--- src/rtl/script_pkg.sv ---
// Shared script-engine definitions: opcode values, error codes, sequencer states and
// the opcode -> minimum stack depth table used by the sequencer, ALU and loader.
package script_pkg;

  localparam logic [7:0] OP_NOP         = 8'h61;
  localparam logic [7:0] OP_VERIFY      = 8'h69;
  localparam logic [7:0] OP_DUP         = 8'h76;
  localparam logic [7:0] OP_EQUAL       = 8'h87;
  localparam logic [7:0] OP_EQUALVERIFY = 8'h88;
  localparam logic [7:0] OP_ADD         = 8'h93;
  localparam logic [7:0] OP_HASH160     = 8'ha9;
  localparam logic [7:0] OP_CHECKSIG    = 8'hac;

  typedef enum logic [2:0] {
    ERR_NONE       = 3'd0,
    ERR_UNDERFLOW  = 3'd1,
    ERR_ALU        = 3'd2,
    ERR_TIMEOUT    = 3'd3,
    ERR_EVAL_FALSE = 3'd4,
    ERR_BAD_OPCODE = 3'd5
  } err_code_e;

  typedef enum logic [3:0] {
    S_IDLE,
    S_FETCH,
    S_DECODE,
    S_ISSUE,
    S_WAIT,
    S_NEXT,
    S_EVAL,
    S_PASS,
    S_FAIL
  } seq_state_e;

  // Returns {known, min_depth[1:0]}; unknown opcodes return all zeros.
  function automatic logic [2:0] op_min_depth(input logic [7:0] opcode);
    case (opcode)
      OP_NOP:                              return 3'b1_00;
      OP_DUP, OP_HASH160, OP_VERIFY:       return 3'b1_01;
      OP_EQUAL, OP_EQUALVERIFY, OP_ADD,
      OP_CHECKSIG:                         return 3'b1_10;
      default:                             return 3'b0_00;
    endcase
  endfunction

endpackage

--- src/rtl/script_op_decode.sv ---
// Combinational opcode classifier: whether the opcode is supported and how many
// stack entries it needs before it may be issued.
module script_op_decode
  import script_pkg::*;
(
  input  logic [7:0] opcode,
  output logic       known,
  output logic [1:0] min_depth
);

  assign {known, min_depth} = op_min_depth(opcode);

endmodule

--- src/rtl/script_exec_sequencer.sv ---
// Script execution sequencer: fetches opcodes, checks stack depth, issues them to the
// script ALU and ends in sticky PASS/FAIL. Define SCRIPT_TIMEOUT_EN for the ALU watchdog.
module script_exec_sequencer
  import script_pkg::*;
#(
  parameter int STACK_DEPTH = 20,
  parameter int OP_DEPTH    = 32,
  parameter int ALU_TIMEOUT = 1024,
  localparam int OPW = $clog2(OP_DEPTH),
  localparam int SDW = $clog2(STACK_DEPTH + 1)
) (
  input  logic           clk,
  input  logic           rst,
  input  logic           start,
  input  logic [OPW:0]   op_count,
  output logic [OPW-1:0] op_rd_addr,
  input  logic [7:0]     op_rd_data,
  input  logic [SDW-1:0] stk_depth,
  input  logic           stk_top_true,
  output logic [7:0]     alu_opcode,
  output logic           alu_valid,
  input  logic           alu_ready,
  input  logic           alu_done,
  input  logic           alu_error,
  output logic           busy,
  output logic           script_success,
  output logic           script_error,
  output logic [2:0]     err_code
);

  seq_state_e     state_q, state_d;
  err_code_e      err_q, err_d;
  logic [OPW-1:0] pc_q;
  logic [OPW:0]   n_q;
  logic [7:0]     opcode_q;
  logic           dec_known;
  logic [1:0]     dec_min;
  logic           timed_out;
  logic           last_op;

  script_op_decode u_decode (
    .opcode    (op_rd_data),
    .known     (dec_known),
    .min_depth (dec_min)
  );

`ifdef SCRIPT_TIMEOUT_EN
  localparam int TW = $clog2(ALU_TIMEOUT + 1);
  logic [TW-1:0] tmr_q;

  // Restarts on every state change, so ISSUE and WAIT each get a full budget.
  always_ff @(posedge clk) begin
    if (rst)                                  tmr_q <= '0;
    else if (state_d != state_q)              tmr_q <= '0;
    else if (state_q inside {S_ISSUE, S_WAIT}) tmr_q <= tmr_q + TW'(1);
  end

  assign timed_out = (state_q inside {S_ISSUE, S_WAIT}) && (tmr_q == TW'(ALU_TIMEOUT - 1));
`else
  // No watchdog in this build; ISSUE/WAIT may stall for as long as the ALU does.
  assign timed_out = 1'b0 && (ALU_TIMEOUT > 0);
`endif

  assign busy           = !(state_q inside {S_IDLE, S_PASS, S_FAIL});
  assign alu_valid      = (state_q == S_ISSUE);
  assign alu_opcode     = opcode_q;
  assign op_rd_addr     = pc_q;
  assign script_success = (state_q == S_PASS);
  assign script_error   = (state_q == S_FAIL);
  assign err_code       = err_q;
  assign last_op        = ({1'b0, pc_q} == (n_q - {{OPW{1'b0}}, 1'b1}));

  always_comb begin
    state_d = state_q;
    err_d   = err_q;
    case (state_q)
      S_IDLE, S_PASS, S_FAIL: begin
        if (start) begin
          err_d   = ERR_NONE;
          state_d = (op_count == '0) ? S_EVAL : S_FETCH;
        end
      end
      S_FETCH:  state_d = S_DECODE;
      S_DECODE: begin
        if (!dec_known) begin
          state_d = S_FAIL;
          err_d   = ERR_BAD_OPCODE;
        end else if (stk_depth < SDW'(dec_min)) begin
          state_d = S_FAIL;
          err_d   = ERR_UNDERFLOW;
        end else begin
          state_d = S_ISSUE;
        end
      end
      S_ISSUE: begin
        if (alu_ready) begin
          state_d = S_WAIT;
        end else if (timed_out) begin
          state_d = S_FAIL;
          err_d   = ERR_TIMEOUT;
        end
      end
      S_WAIT: begin
        if (alu_error) begin
          state_d = S_FAIL;
          err_d   = ERR_ALU;
        end else if (alu_done) begin
          state_d = S_NEXT;
        end else if (timed_out) begin
          state_d = S_FAIL;
          err_d   = ERR_TIMEOUT;
        end
      end
      S_NEXT:  state_d = last_op ? S_EVAL : S_FETCH;
      S_EVAL: begin
        if ((stk_depth != '0) && stk_top_true) begin
          state_d = S_PASS;
        end else begin
          state_d = S_FAIL;
          err_d   = ERR_EVAL_FALSE;
        end
      end
      default: state_d = S_IDLE;
    endcase
  end

  always_ff @(posedge clk) begin
    if (rst) begin
      state_q  <= S_IDLE;
      err_q    <= ERR_NONE;
      pc_q     <= '0;
      n_q      <= '0;
      opcode_q <= '0;
    end else begin
      state_q <= state_d;
      err_q   <= err_d;
      if (!busy && start) begin
        pc_q <= '0;
        n_q  <= op_count;
      end
      if (state_q == S_DECODE) opcode_q <= op_rd_data;
      if ((state_q == S_NEXT) && (state_d == S_FETCH)) pc_q <= pc_q + {{(OPW-1){1'b0}}, 1'b1};
    end
  end

endmodule

--- config.mk ---
export PLATFORM = sky130hd
export DESIGN_NAME = script_exec_sequencer
export DESIGN_NICKNAME = d
export VERILOG_FILES = /design/src/rtl/script_pkg.sv /design/src/rtl/script_op_decode.sv /design/src/rtl/script_exec_sequencer.sv
export SDC_FILE = /design/constraint.sdc
export NUM_CORES = 1
export LEC_CHECK = 0
export ABC_AREA = 1
export BUFFER_PORTS_ARGS = -buffer_cell sky130_fd_sc_hd__buf_2
export CAP_MARGIN = 20
export CORE_MARGIN = 5
export CORE_UTILIZATION = 45
export DETAILED_ROUTE_END_ITERATION = 12
export PLACE_DENSITY = 0.68
export SLEW_MARGIN = 10
export SYNTH_ARGS = -nofsm -noshare
export SYNTH_HDL_FRONTEND = slang
export SYNTH_SLANG_ARGS = --single-unit
--- constraint.sdc ---
create_clock -name clk -period 4.2 [get_ports clk]
set_input_delay 0.21 -clock clk [delete_from_list [all_inputs] [get_ports clk]]
set_output_delay 0.21 -clock clk [all_outputs]
set_load 0.01 [all_outputs]
==> metrics.txt, run 1 <==
gr usage total=between 15 and 20%; LEAKAGE=around 0.0010 uW; yosys warns=0; # resized after CTS=0; power per cell area=approximately 360 nW/um2; first-pass GRT wire length=roughly 6.9 mm; crit path max fanout=17; Cell Area, Synth=about 1700 um2; dominant cell type by area after synthesis=dfxtp_1; core area=roughly 3600 um2; Period minus WS final=1.81 ns; asr flop ratio synth=0%; Clk Latency, worst-skew pair=between 0.2 and 0.3 ns; Fillers=about 400; # port buffers=45; ANT nets after route=0; share of the synthesized area in the top cell type=a little under a third; Clock Sink Count=26; DR vias=~1700; H-tree depth=1; worst slack, placed=about 2.4 ns; clock slew seen by the registers of the worst setup and hold paths=approximately 0.09 ns; die area=5010 um2; type of origin of the critical path=flop; FP Rows=22; CTS Buffer Depth=2; Initial Util=between 40% and 50%; Routed WL per cell=11.6 um; final WL=roughly 3.9 mm; Total Nets Final=between 300 and 400; fmax=around 550 MHz; num ports=46; final setup vio count=0; Arrival @ worst endpoint=about 2.0 ns; Rel. slew slack=67.8%; Final Power=717 uW; share of layout cells above drive strength 1=between 20% and 30%; fin worst setup slack=~2.4 ns; root buf cell=clkbuf_8; final hold violation count=0; Seq/Total Area, Yosys=~31%; Min-Delay Path Class=input port to flop; setup TNS=0 ns; Die X=70.8 um; VDD IR max=between 0.0001 and 0.00015 V; buffer count from post-CTS setup fixing=0; initial DRC count=83; total CTS buffers=3; CTS tree=built; fin area=2000 um2; Post-synth EDFFs=0; vias per inst=a little under 5; Tightest Pin Transition=~0.48 ns; CTS Hold Bufs=0; Crit Path Class=flop to flop; Mapped Nets=275; ANT cells=0; Post-Synthesis Cells=between 200 and 250; Residual DRC=0; detailed placer's ending HPWL=between 3 and 4 mm; hold depth=3; ys flop type=dfxtp_1; largest net degree at the start of global routing=18; r2r worst-path depth=8; part of the cycle the worst path needs=between 40% and 50%; vias in the first global route=around 1600; run status=completed; CP Capture Type=flop; die height=around 71 um; final slew viol count=0; RSZ-0062 raised after global routing=false; number of detailed-route iterations in the first pass=4; main area contributors after synthesis=dfxtp_1, nand2_1, nor2_1; initial antenna violation count=0; max-cap violations=0; Worst Path Required=approximately 4.4 ns; Syn-to-layout area delta=20.6%; library cells used by synthesis=35; Final Skew=0.00623 ns; Seq cells post-synth=26; GRT overflow=0; dpl cell area=1930 um2; Syn Area/Cell=around 6.8 um2; GP Congestion=around 0.8; Final Util=between 50% and 60%
-- where the power goes --
group          switching, uW  internal, uW
logic                    133          83.8
clock network           81.2           128
registers               21.0           270
-- cells by family after synthesis --
group,Yosys count,synth area share [%]
AO/OA/AOI/OAI,48,16.3
XOR/XNOR,10,5.27
adder cells (fa/ha/maj),3,2.26
buffers and inverters,36,8.66
flip-flops,26,31.3
AND/OR/NAND/NOR,123,36.2
-- worst max-delay path, cell delays in order (launching register included) --
cell and delay [ns]:
dfxtp_1 0.44, inv_1 0.08, nor2_1 0.12, nand2_1 0.13, inv_1 0.40, nand3_2 0.24, nand2_2 0.13, nand2_1 0.06
a21oi_1 0.13
-- flip-flops by register name (all words and copies together), names as in the netlist --
name and count:
n_q 6, op_rd_addr 5, state_q 4, err_code 3, alu_opcode 8
-- per-stage QoR --
step                      std cells  hold WS, ns
after detailed placement        336        0.454
after floorplan                 246        0.345
after global routing            340        0.190
after global placement          336        0.450
after CTS                       340        0.163
final                           340        0.170
-- cell usage after synthesis, drive strengths merged (2+ instances only) --
cell	instances
nor2	37
nand4	3
xor2	5
inv	33
nand3	25
nor3	5
o21ai	20
dfxtp	26
clkbuf	2
nand2	50
ha	3
a21oi	22
xnor2	5
-- final timing paths --
check               from           to  slack (ns)
max reg2reg   state_q[1]  err_code[2]        2.39
min reg2reg  err_code[0]  err_code[0]        0.47
max           state_q[1]  err_code[2]        2.39
min          op_count[4]       n_q[4]        0.17
-- cell type report --
class                      count  area, um2  area share (%)
clock inverter                 1       30.0            1.50
tap                           48       60.1            3.00
timing repair buffer          45        225            11.2
multi-input combinational    184        997            49.8
sequential                    26        520            26.0
inverter                      33        129            6.43
clock buffer                   3       41.3            2.06
-- metal layers --
layer	global-route usage (%)	part of all wire [%]
met1	21.3	48
met3	3.84	6.4
met5	0	0
met4	5.01	1.3
met2	26.9	45
-- cell usage in the layout, fill, tap and decap left out, drive strengths merged --
cell type,instances
nand2,50
a31oi,1
a21oi,22
bufinv,1
xor2,5
o311ai,1
nor3,5
a21boi,1
ha,3
clkbuf,3
nand4,3
xnor2,5
and2,1
nor3b,1
nor2,37
buf,45
dfxtp,26
o21bai,1
inv,33
a221oi,1
nor4,1
o22ai,1
o21ai,20
nand3,25
Power figures use the tool's default switching activity.
==> run 2: changes to the inputs <==
==> constraint.sdc (replaced) <==
create_clock -name clk -period 1.75 [get_ports clk]
set_input_delay 0.0875 -clock clk [delete_from_list [all_inputs] [get_ports clk]]
set_output_delay 0.0875 -clock clk [all_outputs]
set_load 0.01 [all_outputs]
==> run 2 against run 1 <==
Clock skew is 0.0046 ns lower. Global-route usage down 0.35 points. Cell count grew 1.2%. Flip-flop and latch count did not move. Setup slack got worse by 2.3 ns. Core utilization increased by 1.8 points. First-iteration DRC count rose by 14%.
==> metrics.txt, run 2 (synthesized netlist as in run 1, its figures left out) <==
run status=completed; worst hold path endpoint=n_q[1]; initial DRC count=95 (+14%); Period minus WS final=1.64 ns (-0.165 ns); Rel. slew slack=63.2% (-4.6 points); commonest cells after routing, fill and taps aside=nand2_1, buf_2, nor2_1, inv_1, dfxtp_1; Fillers=355 (-9.4%); die height=70.8 um (unchanged); CTS Buffer Depth=2 (unchanged); ANT cells=0 (unchanged); Global Route met2 Usage=27.0% (+0.10 points); largest net degree at the start of global routing=18 (unchanged); Crit Path Class=flop to flop; Min-Delay Path Class=input port to flop; ANT nets after route=0 (unchanged); Residual DRC=0 (unchanged); FF-to-FF setup slack=0.11 ns (-2.28 ns); setup TNS=0 ns (unchanged); first-pass GRT wire length=6.73 mm (-1.7%); # port buffers=45 (unchanged); Die X=70.8 um (unchanged); CTS Hold Bufs=0 (unchanged); Total Nets Final=326 (+1.2%); Clock Sink Count=26 (unchanged); vias per inst=4.98 (+1.9%); Clk Latency, worst-skew pair=0.27 ns (about the same); part of the cycle the worst path needs=93.8% (+51 points); DR vias=1714 (+3.1%); Syn-to-layout area delta=24.4%; LEAKAGE=0.00103 uW (+2.3%); FP Rows=22 (unchanged); r2r worst-path depth=7 (-1); root buf cell=clkbuf_8; Final Power=1750 uW (+140%); max FFs per register=8 (unchanged); max-cap violations=0 (unchanged); Final Skew=0.00163 ns (-0.00460 ns); final setup vio count=0 (unchanged); global routing's busiest layer=met2; Arrival @ worst endpoint=1.86 ns (-0.15 ns); H-tree depth=1 (unchanged); CP Capture Type=flop; GRT overflow=0 (unchanged); Initial Util=46.1% (unchanged); GP Congestion=0.807 (+2.7%); power per cell area=847 nW/um2 (+140%); met3 Resource Use GR=4.40% (+0.57 points); core area=3610 um2 (unchanged); Tightest Pin Transition=0.548 ns (+0.0654 ns); R2R Path End=state_q[2]; CTS tree=built; crit path max fanout=6 (-11); number of detailed-route iterations in the first pass=4 (unchanged); global routing usage on met1=20.6% (-0.76 points); Routed WL per cell=11.6 um (about the same); final hold violation count=0 (unchanged); VDD IR max=0.000524 V (+260%); final WL=3.98 mm (+1.2%); detailed placer's ending HPWL=3.17 mm (+2.4%); type of origin of the critical path=flop; Hold Crit Start=op_count[1]; fmax=609 MHz (+10%); vias in the first global route=1577 (-0.13%); clock slew seen by the registers of the worst setup and hold paths=0.09 ns (about the same); Worst Path Required=1.97 ns (-2.43 ns); Multi-input gate area=1030 um2 (+3.1%); total CTS buffers=3 (unchanged); gr usage total=16.0% (-0.35 points); share of layout cells above drive strength 1=26.7% (+3.4 points); hold depth=3 (unchanged); initial antenna violation count=0 (unchanged); final slew viol count=0 (unchanged); register area=523 um2 (+0.48%); die area=5010 um2 (unchanged); R2R Path Start=state_q[0]; num ports=46 (unchanged)
run 2: cell count changes in the layout (fill, tap and decap cells not counted), sizes merged:
cell  previous run  this run
buf             45        49
run 2: power breakdown:
part,switching (uW),internal [uW]
combinational,336,220
sequential,48.4,650
clock,191,306
total,576,1180
run 2: worst max-delay path by stage:
stage               startpoint       endpoint  slack, ns
floorplan               n_q[0]  op_rd_addr[0]       0.15
finish              state_q[0]     state_q[2]       0.11
global route            n_q[0]  op_rd_addr[0]      -0.02
detailed placement      n_q[0]  op_rd_addr[0]     -0.007
global placement        n_q[0]  op_rd_addr[0]       0.07
CTS                     n_q[0]  op_rd_addr[0]       0.02
run 2: worst max-delay path: stages, from the launching register on:
cell and delay, ns:
dfxtp_1 0.47, inv_2 0.10, nor3_1 0.48, nand4_1 0.18
and2_1 0.19, nand3_1 0.07, nand2_1 0.05, inv_1 0.06
run 2: layout make-up:
cell class / instances / share of cell area (%)
Inverter: 33 / 6.23
Multi-Input combinational cell: 184 / 49.8
Tap cell: 48 / 2.91
Sequential cell: 26 / 25.3
Clock inverter: 1 / 1.45
Clock buffer: 3 / 2.00
Timing Repair Buffer: 49 / 12.3
run 2: metrics by stage:
| stage | instances | setup WS, ns | util, % | hold slack [ns] | cell area, um2 |
|---|---|---|---|---|---|
| floorplan | 246 | 0.149 | - | 0.222 | 1660 |
| global placement | 338 | 0.0659 | 54.0 | 0.334 | 1950 |
| detailed placement | 338 | -0.00698 | 54.0 | 0.361 | 1950 |
| CTS | 343 | 0.0216 | 56.2 | 0.0688 | 2030 |
| global route | 344 | -0.0160 | 57.3 | 0.0733 | 2070 |
| finish | 344 | 0.109 | 57.3 | 0.0643 | 2070 |
run 2: timing repair:
| action | in CTS | in global routing |
|---|---|---|
| setup endpoints to repair | 1 | 8 |
| pin swaps | 0 | 3 |
| cloned | 0 | 0 |
| buffers inserted | 1 | 1 |
| gates resized for setup | 1 | 7 |
run 2: layer usage:
layer  part of all wire (%)  up-vias
li1                       -      905
met1                     47      769
met2                     47       36
met3                    4.9        4
met4                    1.0        0
met5                      0        -
